--- src/rtl/truth_table_sweeper_if.sv ---
// Signal bundle between the truth-table sweeper, its controller and the
// 3-input circuit it exercises.
interface truth_table_sweeper_if;
  logic       start;
  logic       abort;
  logic       dut_out;
  logic       drive_in1;
  logic       drive_in2;
  logic       drive_in3;
  logic       busy;
  logic       done;
  logic       pass;
  logic [7:0] measured;
  logic [7:0] mismatch;

  modport master (
    output start, abort, dut_out,
    input  drive_in1, drive_in2, drive_in3, busy, done, pass, measured, mismatch
  );

  modport slave (
    input  start, abort, dut_out,
    output drive_in1, drive_in2, drive_in3, busy, done, pass, measured, mismatch
  );
endinterface

--- src/rtl/truth_table_sweeper.sv ---
// Walks a 3-input circuit through all eight input rows, samples its output
// after a settle delay, and compares the captured truth table against TT.
module truth_table_sweeper #(
  parameter logic [7:0] TT     = 8'h46,
  parameter int         SETTLE = 4
) (
  input logic                  clk,
  input logic                  rst_n,
  truth_table_sweeper_if.slave bus
);
  localparam logic [7:0] SETTLE_M1 = 8'(SETTLE - 1);

  typedef enum logic [1:0] {IDLE, DRIVE, SAMPLE, DONE} state_t;

  state_t     state_q, state_d;
  logic [2:0] row_q, row_d;
  logic [7:0] cnt_q, cnt_d;
  logic       busy_q, busy_d;
  logic       done_q, done_d;
  logic       pass_q, pass_d;
  logic [7:0] measured_q, measured_d;
  logic [7:0] mismatch_q, mismatch_d;

  always_comb begin
    state_d    = state_q;
    row_d      = row_q;
    cnt_d      = cnt_q;
    busy_d     = busy_q;
    done_d     = 1'b0;
    pass_d     = pass_q;
    measured_d = measured_q;
    mismatch_d = mismatch_q;
    case (state_q)
      IDLE: begin
        if (bus.start) begin
          state_d    = DRIVE;
          row_d      = 3'd0;
          cnt_d      = SETTLE_M1;
          busy_d     = 1'b1;
          pass_d     = 1'b0;
          measured_d = 8'h00;
          mismatch_d = 8'h00;
        end
      end
      DRIVE: begin
        if (bus.abort) begin
          state_d = IDLE;
          row_d   = 3'd0;
          cnt_d   = 8'd0;
          busy_d  = 1'b0;
        end else if (cnt_q == 8'd0) begin
          state_d = SAMPLE;
        end else begin
          cnt_d = cnt_q - 8'd1;
        end
      end
      SAMPLE: begin
        // Abort wins over the sample; row i lands in bit 7-i (== ~i).
        if (bus.abort) begin
          state_d = IDLE;
          row_d   = 3'd0;
          cnt_d   = 8'd0;
          busy_d  = 1'b0;
        end else begin
          measured_d[~row_q] = bus.dut_out;
          if (row_q == 3'd7) begin
            state_d = DONE;
            row_d   = 3'd0;
            busy_d  = 1'b0;
          end else begin
            state_d = DRIVE;
            row_d   = row_q + 3'd1;
            cnt_d   = SETTLE_M1;
          end
        end
      end
      DONE: begin
        state_d    = IDLE;
        done_d     = 1'b1;
        mismatch_d = measured_q ^ TT;
        pass_d     = (measured_q == TT);
      end
      default: state_d = IDLE;
    endcase
  end

  always_ff @(posedge clk or negedge rst_n) begin
    if (!rst_n) begin
      state_q    <= IDLE;
      row_q      <= 3'd0;
      cnt_q      <= 8'd0;
      busy_q     <= 1'b0;
      done_q     <= 1'b0;
      pass_q     <= 1'b0;
      measured_q <= 8'h00;
      mismatch_q <= 8'h00;
    end else begin
      state_q    <= state_d;
      row_q      <= row_d;
      cnt_q      <= cnt_d;
      busy_q     <= busy_d;
      done_q     <= done_d;
      pass_q     <= pass_d;
      measured_q <= measured_d;
      mismatch_q <= mismatch_d;
    end
  end

  // The row register is cleared whenever not sweeping, so it doubles as the drive.
  assign bus.drive_in1 = row_q[2];
  assign bus.drive_in2 = row_q[1];
  assign bus.drive_in3 = row_q[0];
  assign bus.busy      = busy_q;
  assign bus.done      = done_q;
  assign bus.pass      = pass_q;
  assign bus.measured  = measured_q;
  assign bus.mismatch  = mismatch_q;
endmodule

--- src/flat_wrapper.sv ---
// flat-port wrapper written by rule: the top's interface ports become plain ports
module truth_table_sweeper_flat 
#(
  parameter logic [7:0] TT     = 8'h46,
  parameter int         SETTLE = 4
)
  (clk, rst_n, bus_start, bus_abort, bus_dut_out, bus_drive_in1, bus_drive_in2, bus_drive_in3, bus_busy, bus_done, bus_pass, bus_measured, bus_mismatch);
  truth_table_sweeper_if bus_i ();
  input logic clk;
  input logic rst_n;
  input wire logic [$bits(bus_i.start)-1:0] bus_start;
  input wire logic [$bits(bus_i.abort)-1:0] bus_abort;
  input wire logic [$bits(bus_i.dut_out)-1:0] bus_dut_out;
  output wire logic [$bits(bus_i.drive_in1)-1:0] bus_drive_in1;
  output wire logic [$bits(bus_i.drive_in2)-1:0] bus_drive_in2;
  output wire logic [$bits(bus_i.drive_in3)-1:0] bus_drive_in3;
  output wire logic [$bits(bus_i.busy)-1:0] bus_busy;
  output wire logic [$bits(bus_i.done)-1:0] bus_done;
  output wire logic [$bits(bus_i.pass)-1:0] bus_pass;
  output wire logic [$bits(bus_i.measured)-1:0] bus_measured;
  output wire logic [$bits(bus_i.mismatch)-1:0] bus_mismatch;
  assign bus_i.start = bus_start;
  assign bus_i.abort = bus_abort;
  assign bus_i.dut_out = bus_dut_out;
  assign bus_drive_in1 = bus_i.drive_in1;
  assign bus_drive_in2 = bus_i.drive_in2;
  assign bus_drive_in3 = bus_i.drive_in3;
  assign bus_busy = bus_i.busy;
  assign bus_done = bus_i.done;
  assign bus_pass = bus_i.pass;
  assign bus_measured = bus_i.measured;
  assign bus_mismatch = bus_i.mismatch;
  truth_table_sweeper #(.TT(TT), .SETTLE(SETTLE)) u_core (.clk(clk), .rst_n(rst_n), .bus(bus_i));
endmodule
--- config.mk ---
export PLATFORM = sky130hd
export DESIGN_NAME = truth_table_sweeper_flat
export DESIGN_NICKNAME = d
export VERILOG_FILES = /design/src/rtl/truth_table_sweeper_if.sv /design/src/rtl/truth_table_sweeper.sv /design/src/flat_wrapper.sv
export SDC_FILE = /design/constraint.sdc
export NUM_CORES = 1
export LEC_CHECK = 0
export ABC_AREA = 1
export BUFFER_PORTS_ARGS = -buffer_cell sky130_fd_sc_hd__buf_4
export CORE_UTILIZATION = 51
export DETAILED_ROUTE_END_ITERATION = 16
export GPL_TIMING_DRIVEN = 0
export PLACE_DENSITY_LB_ADDON = 0.3
export RECOVER_POWER = 100
export SYNTH_ARGS = -nofsm -noshare
export SYNTH_HDL_FRONTEND = slang
export SYNTH_SLANG_ARGS = --single-unit
--- constraint.sdc ---
create_clock -name clk -period 1.4 [get_ports clk]
set_input_delay 0.14 -clock clk [delete_from_list [all_inputs] [get_ports clk]]
set_output_delay 0.14 -clock clk [all_outputs]
set_load 0.005 [all_outputs]
Word-level counts from Yosys, hierarchy flattened:

Cells that the tools add are included.

* input bits: 5
* flip-flop bits (word level): 32
* word-level logic and storage cells: 70

* bitwise operators: 2
* reductions and logical operators: 12
* equal/unequal tests: 12
* add/subtract/negate cells: 2
* magnitude comparators: 2
* muxes and demuxes: 32

Operator list (number)
* 8-bit 2-to-1 mux: 7
* 8-bit case mux with 2 select lines: 2
* 8-bit case mux with 3 select lines: 1
* 3-bit 2-to-1 mux: 4
* 2-bit 2-to-1 mux: 5
* 3-bit case mux with 3 select lines: 1
* 8-bit bitwise mux: 1
* 8-bit by 7-bit equality test with 1-bit output, second input constant: 1
* 8-bit logical NOT: 1
* 2-bit case mux with 4 select lines: 1
* 4-bit AND reduction: 2
* 8-bit by 1-bit subtractor with 8-bit output, second input constant: 1
* 1-bit 2-to-1 mux: 7
* 2-bit inequality test, second input constant: 3
* 3-bit by 2-bit inequality test with 1-bit output, second input constant: 2
* 3-bit inequality test, second input constant: 2
* 3-bit NOT: 2
* 3-bit AND reduction: 2
* 2-bit equality test, second input constant: 2
* 3-bit by 4-bit less-than comparator with 1-bit output, second input constant: 1
* 2-bit AND reduction: 2
* 2-bit nonzero test: 2
* 3-bit by 1-bit adder with 3-bit output, second input constant: 1
* 1-bit demux with 3-bit select: 1
* other kinds (8): 8

Logic depth before layout (Yosys ltp):

Gate-level depths: netlist of run 1.

* depth after elaboration: 8
* mapped depth: 9
* depth with buffers taken out: 8

Least setup slack after synthesis of run 1:

No wires, ideal clock.

* path type: register -> register
* start: reg u_core.row_q[0]
* end: reg u_core.cnt_q[7]
* data arrival time: 1.298 ns
* slack: -0.014 ns
* stages on the path, launching flop included: 9
* setup time: 0.116 ns
* required time: 1.284 ns
* period minus slack after synthesis: 1.414 ns
* path through: dfrtp_1 > ha_1 > ha_1 > nand3_1 > nand3_1 > inv_2 > nand2_4 > nand2_1 > nand2_1

* cells in the longest elaborated chain, start to end: 3

Ends and longest elaborated chain
* start: declaration: RTL line truth_table_sweeper.sv:16 `logic [2:0] row_q, row_d;`
* start signal: assignment: RTL line truth_table_sweeper.sv:99 `row_q <= row_d;`
* 3-bit equality test: RTL line truth_table_sweeper.sv:66 `if (row_q == 3'd7) begin`
* 3-bit inequality test (no source line)
* 4-bit AND reduction (no source line)
* end signal: assignment: RTL line truth_table_sweeper.sv:100 `cnt_q <= cnt_d;`
* end: declaration: RTL line truth_table_sweeper.sv:17 `logic [7:0] cnt_q, cnt_d;`

No other way between the ends.
A chain may end at the register's enable or synchronous reset.

Worst setup path in the final report of run 1:

* start: reg u_core.state_q[1]
* end: reg u_core.busy_q, in the netlist u_core.bus.busy

* cells in the longest elaborated chain, start to end: 3
* elaborated cells on any way between the ends: 9
* those cells by class: eq/ne: 5; mux: 1; reduce/logical: 3

Ends and longest elaborated chain
* start: declaration: RTL line truth_table_sweeper.sv:15 `state_t state_q, state_d;`
* start signal: assignment: RTL line truth_table_sweeper.sv:98 `state_q <= state_d;`
* 2-bit equality test (tied with other cells): RTL line truth_table_sweeper.sv:33 `case (state_q)`
* 3-bit by 2-bit inequality test with 1-bit output (no source line) (tied with other cells)
* 4-bit AND reduction (no source line)
* end signal: assignment: RTL line truth_table_sweeper.sv:101 `busy_q <= busy_d;`
* end: declaration: RTL line truth_table_sweeper.sv:18 `logic busy_q, busy_d;`

Parallel ways exist; a longest one is shown, timed or not.

==> results of run 1 <==
-- worst paths after layout --
| path | endpoint | from | cells after the start |
|---|---|---|---|
| setup / recovery | u_core.bus.busy | u_core.state_q[1] | 9 |
| hold / removal | u_core.bus.measured[3] | bus_dut_out | 5 |
| setup reg to reg | u_core.bus.busy | u_core.state_q[1] | 9 |
| hold reg to reg | u_core.bus.mismatch[4] | u_core.bus.mismatch[4] | 2 |
| max in group asynchronous | u_core.row_q[0] | rst_n | 2 |
| min in group asynchronous | u_core.cnt_q[2] | rst_n | 2 |
-- metrics by stage --
step,instances,hold WS [ps]
5_1_grt,329,213
3_3_place_gp,313,95.7
6_report,329,195
2_1_floorplan,241,-156
3_5_place_dp,313,96.2
4_1_cts,328,196
-- logic make-up (layout without fill, tap and decap cells) --
family                     Yosys count  in the layout  share of synthesized area [%]
and+or+nand+nor                    139            139                           34.2
AOI/OAI and AO/OA                   25             25                           8.33
adders and majority gates            7              7                           4.82
buffers and inverters               37             79                           8.06
xor gates and xnor gates             1              1                          0.482
DFF                                 32             32                           44.1
-- sequential cells by signal, indices dropped and copies added, names as in the netlist --
| name | count |
|---|---|
| u_core.bus.mismatch | 8 |
| u_core.cnt_q | 8 |
| u_core.state_q | 2 |
| u_core.bus.measured | 8 |
| u_core.bus.done | 1 |
| u_core.bus.busy | 1 |
| u_core.row_q | 3 |
| u_core.bus.pass | 1 |
-- worst reg2reg max path: stages, from the launching register on --
cell and delay [ps]:
dfrtp_2 450, inv_2 80, ha_4 180, nand2_2 70
buf_6 130, nand2_4 50, nor2_4 170, o21ai_2 90
nand2_1 60, o21ai_1 60
-- per-layer routing --
metal  up-vias  routed length (um)  part of all wire [%]
li1        850                   -                     -
met1       733                1930                    48
met2        38                1860                    46
met3         9                 140                   3.5
met4         0                  95                   2.4
met5         -                   0                     0
-- what timing repair did --
action,4_1_cts,5_1_grt
gates resized for setup,19,22
setup buffers,6,1
pin swaps,4,10
endpoints found under the hold margin,32,0
hold buffers,1,0
setup endpoints to repair,31,31
-- Yosys cell counts --
| master | count | share of area (%) |
|---|---|---|
| nand2_1 | 85 | 18 |
| dfrtp_1 | 32 | 44 |
| nand3_1 | 28 | 7.7 |
| inv_1 | 27 | 5.6 |
| o21ai_1 | 15 | 4.1 |
| inv_2 | 9 | 1.9 |
| ha_1 | 7 | 4.8 |
| nor2_1 | 7 | 1.4 |
| nor2_2 | 5 | 1.7 |
| o21ai_0 | 5 | 1.4 |
| nand2_2 | 4 | 1.4 |
| nand4_1 | 3 | 1.0 |
| a21oi_1 | 2 | 0.55 |
| nor2_4 | 2 | 1.2 |
| nor3_1 | 2 | 0.55 |
| a21oi_4 | 1 | 0.90 |
| buf_6 | 1 | 0.62 |
| nand2_4 | 1 | 0.62 |
| nand3_2 | 1 | 0.55 |
| nand3b_1 | 1 | 0.41 |
| o21ai_2 | 1 | 0.48 |
| o21ai_4 | 1 | 0.90 |
| xor2_1 | 1 | 0.48 |
-- final cells by class --
cell class	instances	area, sq um
fill	284	986
buffer	1	11.3
tap	46	57.6
clock buffer	6	41.3
multi-input combinational	172	1030
inverter	36	140
sequential	32	806
clock inverter	2	35.0
timing repair buffer	34	255
-- where the power goes --
group	switching [mW]	leakage, nW	total (mW)	internal (mW)
combinational	1.20	0.791	1.99	0.796
sequential	0.147	0.430	1.21	1.07
clock	0.324	0.0422	0.698	0.374
==> metrics.yaml, run 1 <==
global_routing:
  first_global_vias: 1448
  grt_pass1_wl_um: 6310
  grt.busiest_layer: "met2"
  grt_overflow: 0
  use_met2_pct: 36.6
  track_usage_pct: 23.1
  antenna_found_initial: 0
  grt_use_met1_pct: 30.5
  grt_max_degree: 33
  grt_util_met3_pct: 5.67
final_layout:
  mostFrequentLayoutCell: "nand2_1"
  num_antenna_cells: 0
  drive_gt1_share_pct: 33.2
  area_growth_pct: 30.9
  final_area_sq_um: 2380
  nets: 294
  layout_common_cells: "77 x nand2_1, 32 x buf_4, 28 x dfrtp_1"
  final_util_pct: 70.7
critical_path:
  critPathSlowestCell: "dfrtp_2"
  cp.arrival_ps: 1660
  worst-path-buf-inv: 2
  crit_fanout: 7
  startpoint_type: "flop"
  cp_cell_sequence: "inv_2 > ha_4 > nand2_2 > buf_6 > nand2_4 > nor2_4 > o21ai_2 > nand2_1 > o21ai_1"
  critPathKind: "reg -> reg"
  r2r_slack_ps: -30
  slowest_delay_ps: 450
  worst_setup_path_end_kind: "flop"
  cp_top_family: "flip-flops"
  required_ps: 1630
clock_tree:
  clock-sinks: 32
  clk_latency_ps: 340
  clockBufferDepth: 2
  clk_pin_slew_ps: 100
  root_buffer: "clkbuf_4"
  cts_buffers: 5
  htreeDepth: 2
  cts_tree: "done"
status:
  violations: "negative setup slack"
  status: "complete, but fails checks"
sta:
  rsz0062_at_grt: "yes"
  fin_setup_tns_ps: -69.3
  fmaxAchievable_ghz: 0.699
  setup_viol: 7
  drv_slew: 0
  min_period_ps: 1430
  final-hold-violation-count: 0
  max_slew_margin_pct: 49.4
  finalCritPeriodShare_pct: 102
  tightest_slew_ps: 759
  fin_ws_ps: -30.5
  fin_skew_ps: 7.97
job:
  maxCapViolCount: 0
place:
  placed_cell_area_sq_um: 2070
  place_ws_ps: -145
  gp_congestion: 0.854
  io_buffers: 26
  dp_hpwl_um: 2650
floorplanning:
  rows: 21
  die_height_um: 61.7
  die-area_sq_um: 3810
  core_sq_um: 3360
  initial_core_util_pct: 54.0
  top_level_ports: 27
  die_w_um: 61.7
route:
  drt_iter0_drc: 47
  vias_per_cell: 4.95
  drt-total-wl_um: 4020
  drc_errors: 0
  ant_nets: 0
  post_drt_wl_per_cell_um: 12.2
  vias: 1630
  dr.pass1.iters: 4
power_and_ir_drop:
  p_leak_nw: 1.26
  power_density_nw_per_um2: 1640
  finalPower_mw: 3.91
  ir_drop_mv: 1.04
synthesis:
  syn_avg_cell_area_sq_um: 7.54
  ys.warnings.count: 0
  ys_ff_latch: 32
  synth_cell_types: 23
  syn-num-nets: 253
  synthCells: 241
  ys_seq_area_share_pct: 44.1
  netlist_area_sq_um: 1820
hold_path:
  hold_path.class: "in -> reg"
No activity file was read; power rests on OpenSTA's default activity.
==> run 2: changes to the inputs <==
- CORE_ASPECT_RATIO: default -> 1.1
- clock period: 1.4 -> 1.2 ns (I/O delays scaled with it)
==> metrics.yaml, run 2 (synthesis gave the netlist of run 1 again) <==
final_layout:
  num_antenna_cells: 0  # unchanged
  nets: 306  # was 294
  seqCellArea_sq_um: 806  # unchanged
  layout_common_cells: "79 x nand2_1, 41 x buf_4, 28 x dfrtp_1"  # was 77 x nand2_1, 32 x buf_4, 28 x dfrtp_1
  drive_gt1_share_pct: 38.3  # was 33.2%
  fill_cells: 244  # was 284
  final_util_pct: 75.5  # was 70.7%
  multi_input_comb_area_sq_um: 1070  # was 1030 sq um
  mostFrequentLayoutCell: "nand2_1"  # unchanged
  area_growth_pct: 39.5  # was 30.9%
clock_tree:
  root_buffer: "clkbuf_4"  # unchanged
  cts_buffers: 5  # unchanged
  clock-sinks: 32  # unchanged
  clk_pin_slew_ps: 120  # was 100 ps
  cts_tree: "done"  # unchanged
  htreeDepth: 2  # unchanged
  clockBufferDepth: 2  # unchanged
  clk_latency_ps: 350  # was 340 ps
route:
  drt_iter0_drc: 68  # was 47
  vias_per_cell: 5.07  # was 4.95
  drt-total-wl_um: 4370  # was 4020 um
  vias: 1738  # was 1630
  post_drt_wl_per_cell_um: 12.7  # was 12.2 um
  drc_errors: 0  # unchanged
  dr.pass1.iters: 4  # unchanged
  ant_nets: 0  # unchanged
sta:
  tightest_slew_ps: 780  # was 759 ps
  setup_viol: 33  # was 7
  drv_slew: 0  # unchanged
  fin_ws_ps: -249  # was -30.5 ps
  min_period_ps: 1450  # was 1430 ps
  fin_skew_ps: 15.9  # was 7.97 ps
  final-hold-violation-count: 0  # unchanged
  max_slew_margin_pct: 48.0  # was 49.4%
  fin_setup_tns_ps: -5350  # was -69.3 ps
  finalCritPeriodShare_pct: 121  # was 102%
  fmaxAchievable_ghz: 0.690  # was 0.699 GHz
  rsz0062_at_grt: "yes"  # unchanged
hold_path:
  min_from: "bus_dut_out"  # unchanged
  hold_path.class: "in -> reg"  # unchanged
global_routing:
  antenna_found_initial: 0  # unchanged
  first_global_vias: 1635  # was 1448
  track_usage_pct: 25.7  # was 23.1%
  grt_max_degree: 33  # unchanged
  grt_pass1_wl_um: 7310  # was 6310 um
  grt_overflow: 0  # unchanged
critical_path:
  crit_fanout: 6  # was 7
  r2r_slack_ps: -250  # was -30 ps
  crit_start: "u_core.state_q[0]"  # was u_core.state_q[1]
  r2r_start: "u_core.state_q[0]"  # was u_core.state_q[1]
  critPathKind: "reg -> reg"  # unchanged
  startpoint_type: "flop"  # unchanged
  worst_setup_path_end_kind: "flop"  # unchanged
  cp.arrival_ps: 1680  # was 1660 ps
  required_ps: 1430  # was 1630 ps
power_and_ir_drop:
  ir_drop_mv: 1.23  # was 1.04 mV
  power_density_nw_per_um2: 1940  # was 1640 nW/um^2
  p_leak_nw: 1.35  # was 1.26 nW
status:
  violations: "negative setup slack"  # unchanged
  status: "complete, but fails checks"  # unchanged
floorplanning:
  initial_core_util_pct: 54.1  # was 54.0%
  die-area_sq_um: 3800  # was 3810 sq um
  core_sq_um: 3360  # about the same
  die_height_um: 64.6  # was 61.7 um
  die_w_um: 58.9  # was 61.7 um
  rows: 22  # was 21
  top_level_ports: 27  # unchanged
place:
  gp_congestion: 0.886  # was 0.854
  dp_hpwl_um: 2630  # was 2650 um
  io_buffers: 26  # unchanged
job:
  maxCapViolCount: 0  # unchanged
run 2: cell count changes in the layout (fill, tap and decap cells not counted), moves of 2 or more:
cell	previous run	this run
nand3_1	25	21
buf_4	32	41
nand3_2	2	6
inv_2	10	8
buf_6	1	4
nor2_1	6	4
o21ai_2	2	4
nand2_4	3	5
nand2_1	77	79
nand2_2	9	5
run 2: path summary, 6_finish.rpt:
| path | endpoint | cells past startpoint |
|---|---|---|
| setup / recovery | u_core.bus.busy | 9 |
| setup reg to reg | u_core.bus.busy | 9 |
| min in group asynchronous | u_core.row_q[2] | 2 |
| max in group asynchronous | u_core.state_q[1] | 2 |
| hold reg to reg | u_core.bus.mismatch[5] | 2 |
| hold / removal | u_core.bus.measured[2] | 5 |
run 2: what timing repair did:
| action | CTS | global route |
|---|---|---|
| setup endpoints to repair | 31 | 34 |
| setup buffers | 11 | 9 |
| cloned | 0 | 0 |
| hold buffers | 1 | 0 |
| pin swaps | 10 | 14 |
| endpoints found under the hold margin | 32 | 0 |
| resized for setup | 22 | 22 |
run 2: layout make-up:
| type | instances | share of cell area [%] |
|---|---|---|
| Multi-Input combinational cell | 172 | 42.3 |
| Sequential cell | 32 | 31.8 |
| Timing Repair Buffer | 46 | 14.1 |
| Inverter | 36 | 5.82 |
| Tap cell | 48 | 2.37 |
| Clock inverter | 3 | 1.68 |
| Clock buffer | 5 | 1.48 |
| Buffer | 1 | 0.444 |
run 2: through the flow:
step | instances | setup WS [ps] | power (mW) | hold WS (ps) | cell area (sq um)
6_report | 343 | -249 | 4.92 | 156 | 2530
5_1_grt | 343 | -301 | 5.26 | 177 | 2530
4_1_cts | 335 | -193 | 4.54 | 162 | 2390
3_5_place_dp | 315 | -274 | 3.37 | 74.2 | 2130
3_3_place_gp | 315 | -232 | 3.33 | 72.6 | 2130
2_1_floorplan | 241 | -118 | 2.90 | -176 | 1880
run 2: power by group:
part / total, mW / switching (mW) / leakage (nW) / internal [mW]
registers: 1.40 / 0.155 / 0.429 / 1.24
clock network: 0.829 / 0.395 / 0.0412 / 0.434
logic: 2.70 / 1.55 / 0.877 / 1.15
total: 4.92 / 2.10 / 1.35 / 2.83
run 2: critical path, stage by stage (launching register included):
cell and delay (ps):
dfrtp_1 420, inv_2 90, ha_4 190, nand2_4 60
buf_6 120, nand2_4 50, nor2_4 210, o21ai_2 90
nand2_1 60, o21ai_1 50
run 2: per-layer routing:
layer | GRT usage, % | wire [um]
met5 | 0 | 0
met3 | 6.39 | 206
met1 | 31.4 | 1870
met2 | 42.8 | 2230
met4 | 10.1 | 61
==> run 3: changes to the inputs <==
--- a/config.mk
+++ b/config.mk
@@ -9,4 +9,5 @@
 export BUFFER_PORTS_ARGS = -buffer_cell sky130_fd_sc_hd__buf_4
 export CORE_ASPECT_RATIO = 1.1
+export CORE_MARGIN = 2
 export CORE_UTILIZATION = 51
 export DETAILED_ROUTE_END_ITERATION = 16
==> constraint.sdc (replaced) <==
create_clock -name clk -period 1.2 [get_ports clk]
set_input_delay 0.06 -clock clk [delete_from_list [all_inputs] [get_ports clk]]
set_output_delay 0.06 -clock clk [all_outputs]
set_load 0.005 [all_outputs]
==> metrics.yaml, run 3 (synthesis gave the netlist of run 1 again) <==
final_layout:
  num_antenna_cells: 0  # unchanged
  instances_no_fill: 342  # was 343
  layout_common_cells: "80 x nand2_1, 42 x buf_4, 27 x dfrtp_1"  # was 79 x nand2_1, 41 x buf_4, 28 x dfrtp_1
  fill_cells: 237  # was 244
  mostFrequentLayoutCell: "nand2_1"  # unchanged
  drive_gt1_share_pct: 37.8  # was 38.3%
  multi_input_comb_area_sq_um: 1070  # about the same
  nets: 305  # was 306
  seqCellArea_sq_um: 807  # was 806 sq um
  area_growth_pct: 40.4  # was 39.5%
route:
  drc_errors: 0  # unchanged
  post_drt_wl_per_cell_um: 13.1  # was 12.7 um
  drt_iter0_drc: 89  # was 68
  drt-total-wl_um: 4480  # was 4370 um
  vias: 1754  # was 1738
  dr.pass1.iters: 4  # unchanged
  ant_nets: 0  # unchanged
  vias_per_cell: 5.13  # was 5.07
critical_path:
  cp.arrival_ps: 1690  # was 1680 ps
  required_ps: 1430  # about the same
  startpoint_type: "flop"  # unchanged
  cp_top_family: "flip-flops"  # unchanged
  slowest_delay_ps: 440  # was 420 ps
  worst-path-buf-inv: 2  # unchanged
  crit_fanout: 6  # unchanged
  r2r_start: "u_core.state_q[1]"  # was u_core.state_q[0]
  critPathSlowestCell: "dfrtp_2"  # was dfrtp_1
  cp_cell_sequence: "inv_2 > ha_4 > nand2_4 > buf_8 > nand2_4 > nor2_4 > o21ai_2 > nand2_1 > o21ai_1"  # was inv_2 > ha_4 > nand2_4 > buf_6 > nand2_4 > nor2_4 > o21ai_2 > nand2_1 > o21ai_1
  crit_start: "u_core.state_q[1]"  # was u_core.state_q[0]
  critPathKind: "reg -> reg"  # unchanged
  cpMostUsedCell: "nand2_4"  # unchanged
  worst_setup_path_end_kind: "flop"  # unchanged
sta:
  min_period_ps: 1460  # was 1450 ps
  holdWs_ps: 116  # was 156 ps
  finalCritPeriodShare_pct: 122  # was 121%
  tightest_slew_ps: 770  # was 780 ps
  max_slew_margin_pct: 48.7  # was 48.0%
  rsz0062_at_grt: "yes"  # unchanged
  fin_skew_ps: 12.2  # was 15.9 ps
  setup_viol: 31  # was 33
  final-hold-violation-count: 0  # unchanged
  drv_slew: 0  # unchanged
  fin_ws_ps: -262  # was -249 ps
  fmaxAchievable_ghz: 0.684  # was 0.690 GHz
clock_tree:
  clk_pin_slew_ps: 100  # was 120 ps
  root_buffer: "clkbuf_4"  # unchanged
  clock-sinks: 32  # unchanged
  clockBufferDepth: 2  # unchanged
  cts_buffers: 5  # unchanged
  cts_tree: "done"  # unchanged
  clk_latency_ps: 350  # about the same
  htreeDepth: 2  # unchanged
power_and_ir_drop:
  p_leak_nw: 1.35  # about the same
  ir_drop_mv: 1.42  # was 1.23 mV
  power_density_nw_per_um2: 2020  # was 1940 nW/um^2
global_routing:
  antenna_found_initial: 0  # unchanged
  grt_max_degree: 33  # unchanged
  track_usage_pct: 24.4  # was 25.7%
  grt_overflow: 0  # unchanged
  grt_pass1_wl_um: 7430  # was 7310 um
  first_global_vias: 1652  # was 1635
place:
  gp_congestion: 0.882  # was 0.886
  dp_cells: 315  # unchanged
  io_buffers: 26  # unchanged
  dp_hpwl_um: 2730  # was 2630 um
  place_ws_ps: -282  # was -274 ps
floorplanning:
  core_sq_um: 3390  # was 3360 sq um
  die-area_sq_um: 4060  # was 3800 sq um
  rows: 22  # unchanged
  die_height_um: 66.6  # was 64.6 um
  top_level_ports: 27  # unchanged
  initial_core_util_pct: 53.7  # was 54.1%
  die_w_um: 60.9  # was 58.9 um
status:
  status: "complete, but fails checks"  # unchanged
  violations: "negative setup slack"  # unchanged
hold_path:
  min_from: "bus_dut_out"  # unchanged
  hold_path.class: "in -> reg"  # unchanged
job:
  maxCapViolCount: 0  # unchanged
-- run 3: cell types whose count changed in the layout (fill, tap and decap cells not counted), moves of 2 or more --
cell | before | now
nor2_2 | 7 | 4
o21ai_1 | 13 | 16
inv_2 | 8 | 10
nor2_4 | 3 | 5
inv_4 | 3 | 1
buf_6 | 4 | 0
o21ai_2 | 4 | 2
clkbuf_8 | 0 | 2
-- run 3: layout make-up --
type | instances | share of cell area, %
clock buffer | 7 | 2.55
tap | 48 | 2.36
buffer | 1 | 0.589
inverter | 36 | 5.79
timing repair buffer | 45 | 13.7
multi-input combinational | 172 | 42.1
clock inverter | 1 | 1.18
sequential | 32 | 31.6
-- run 3: final timing paths --
| kind | to | slack, ps | depth (start not counted) |
|---|---|---|---|
| max | u_core.bus.busy | -260 | 9 |
| min | u_core.bus.measured[2] | 120 | 5 |
| max reg2reg | u_core.bus.busy | -260 | 9 |
| min reg2reg | u_core.bus.mismatch[4] | 480 | 2 |
| max in group asynchronous | u_core.state_q[1] | 330 | 2 |
| min in group asynchronous | u_core.row_q[1] | 320 | 2 |
-- run 3: timing repair --
item,CTS,global route
endpoints found under the setup margin,31,31
cloned,0,0
pin swaps,18,5
endpoints found under the hold margin,32,0
gates resized for setup,24,21
hold buffers,1,0
buffers inserted,11,8
-- run 3: tightest hold or removal path, cell delays in order --
cell and delay, ps:
buf_4 110, nand2_1 100, nor2_4 70, nand2_1 50
nand2_1 40
-- run 3: metrics by stage --
step / power, mW / cell area (sq um) / util [%] / setup TNS (ps)
after detailed placement: 3.39 / 2130 / 63.0 / -5960
after floorplan: 2.90 / 1880 / - / -1780
after CTS: 4.73 / 2430 / 71.8 / -4940
final: 5.15 / 2550 / 75.3 / -5460
after global placement: 3.33 / 2130 / 63.0 / -5240
after global routing: 5.52 / 2550 / 75.3 / -7880
-- run 3: where the power goes --
group	leakage [nW]	internal (mW)	switching (mW)
Clock	0.0515	0.553	0.376
Combinational	0.869	1.19	1.63
Sequential	0.428	1.24	0.157
Total	1.35	2.99	2.16
-- run 3: routing by layer --
metal | GRT usage, % | vias up | wire, um | part of all wire (%)
met3 | 5.05 | 13 | 186 | 4.2
met1 | 33.6 | 813 | 1930 | 43
met2 | 37.4 | 50 | 2230 | 50
li1 | - | 878 | - | -
met5 | 0 | - | 0 | 0
met4 | 9.51 | 0 | 131 | 2.9
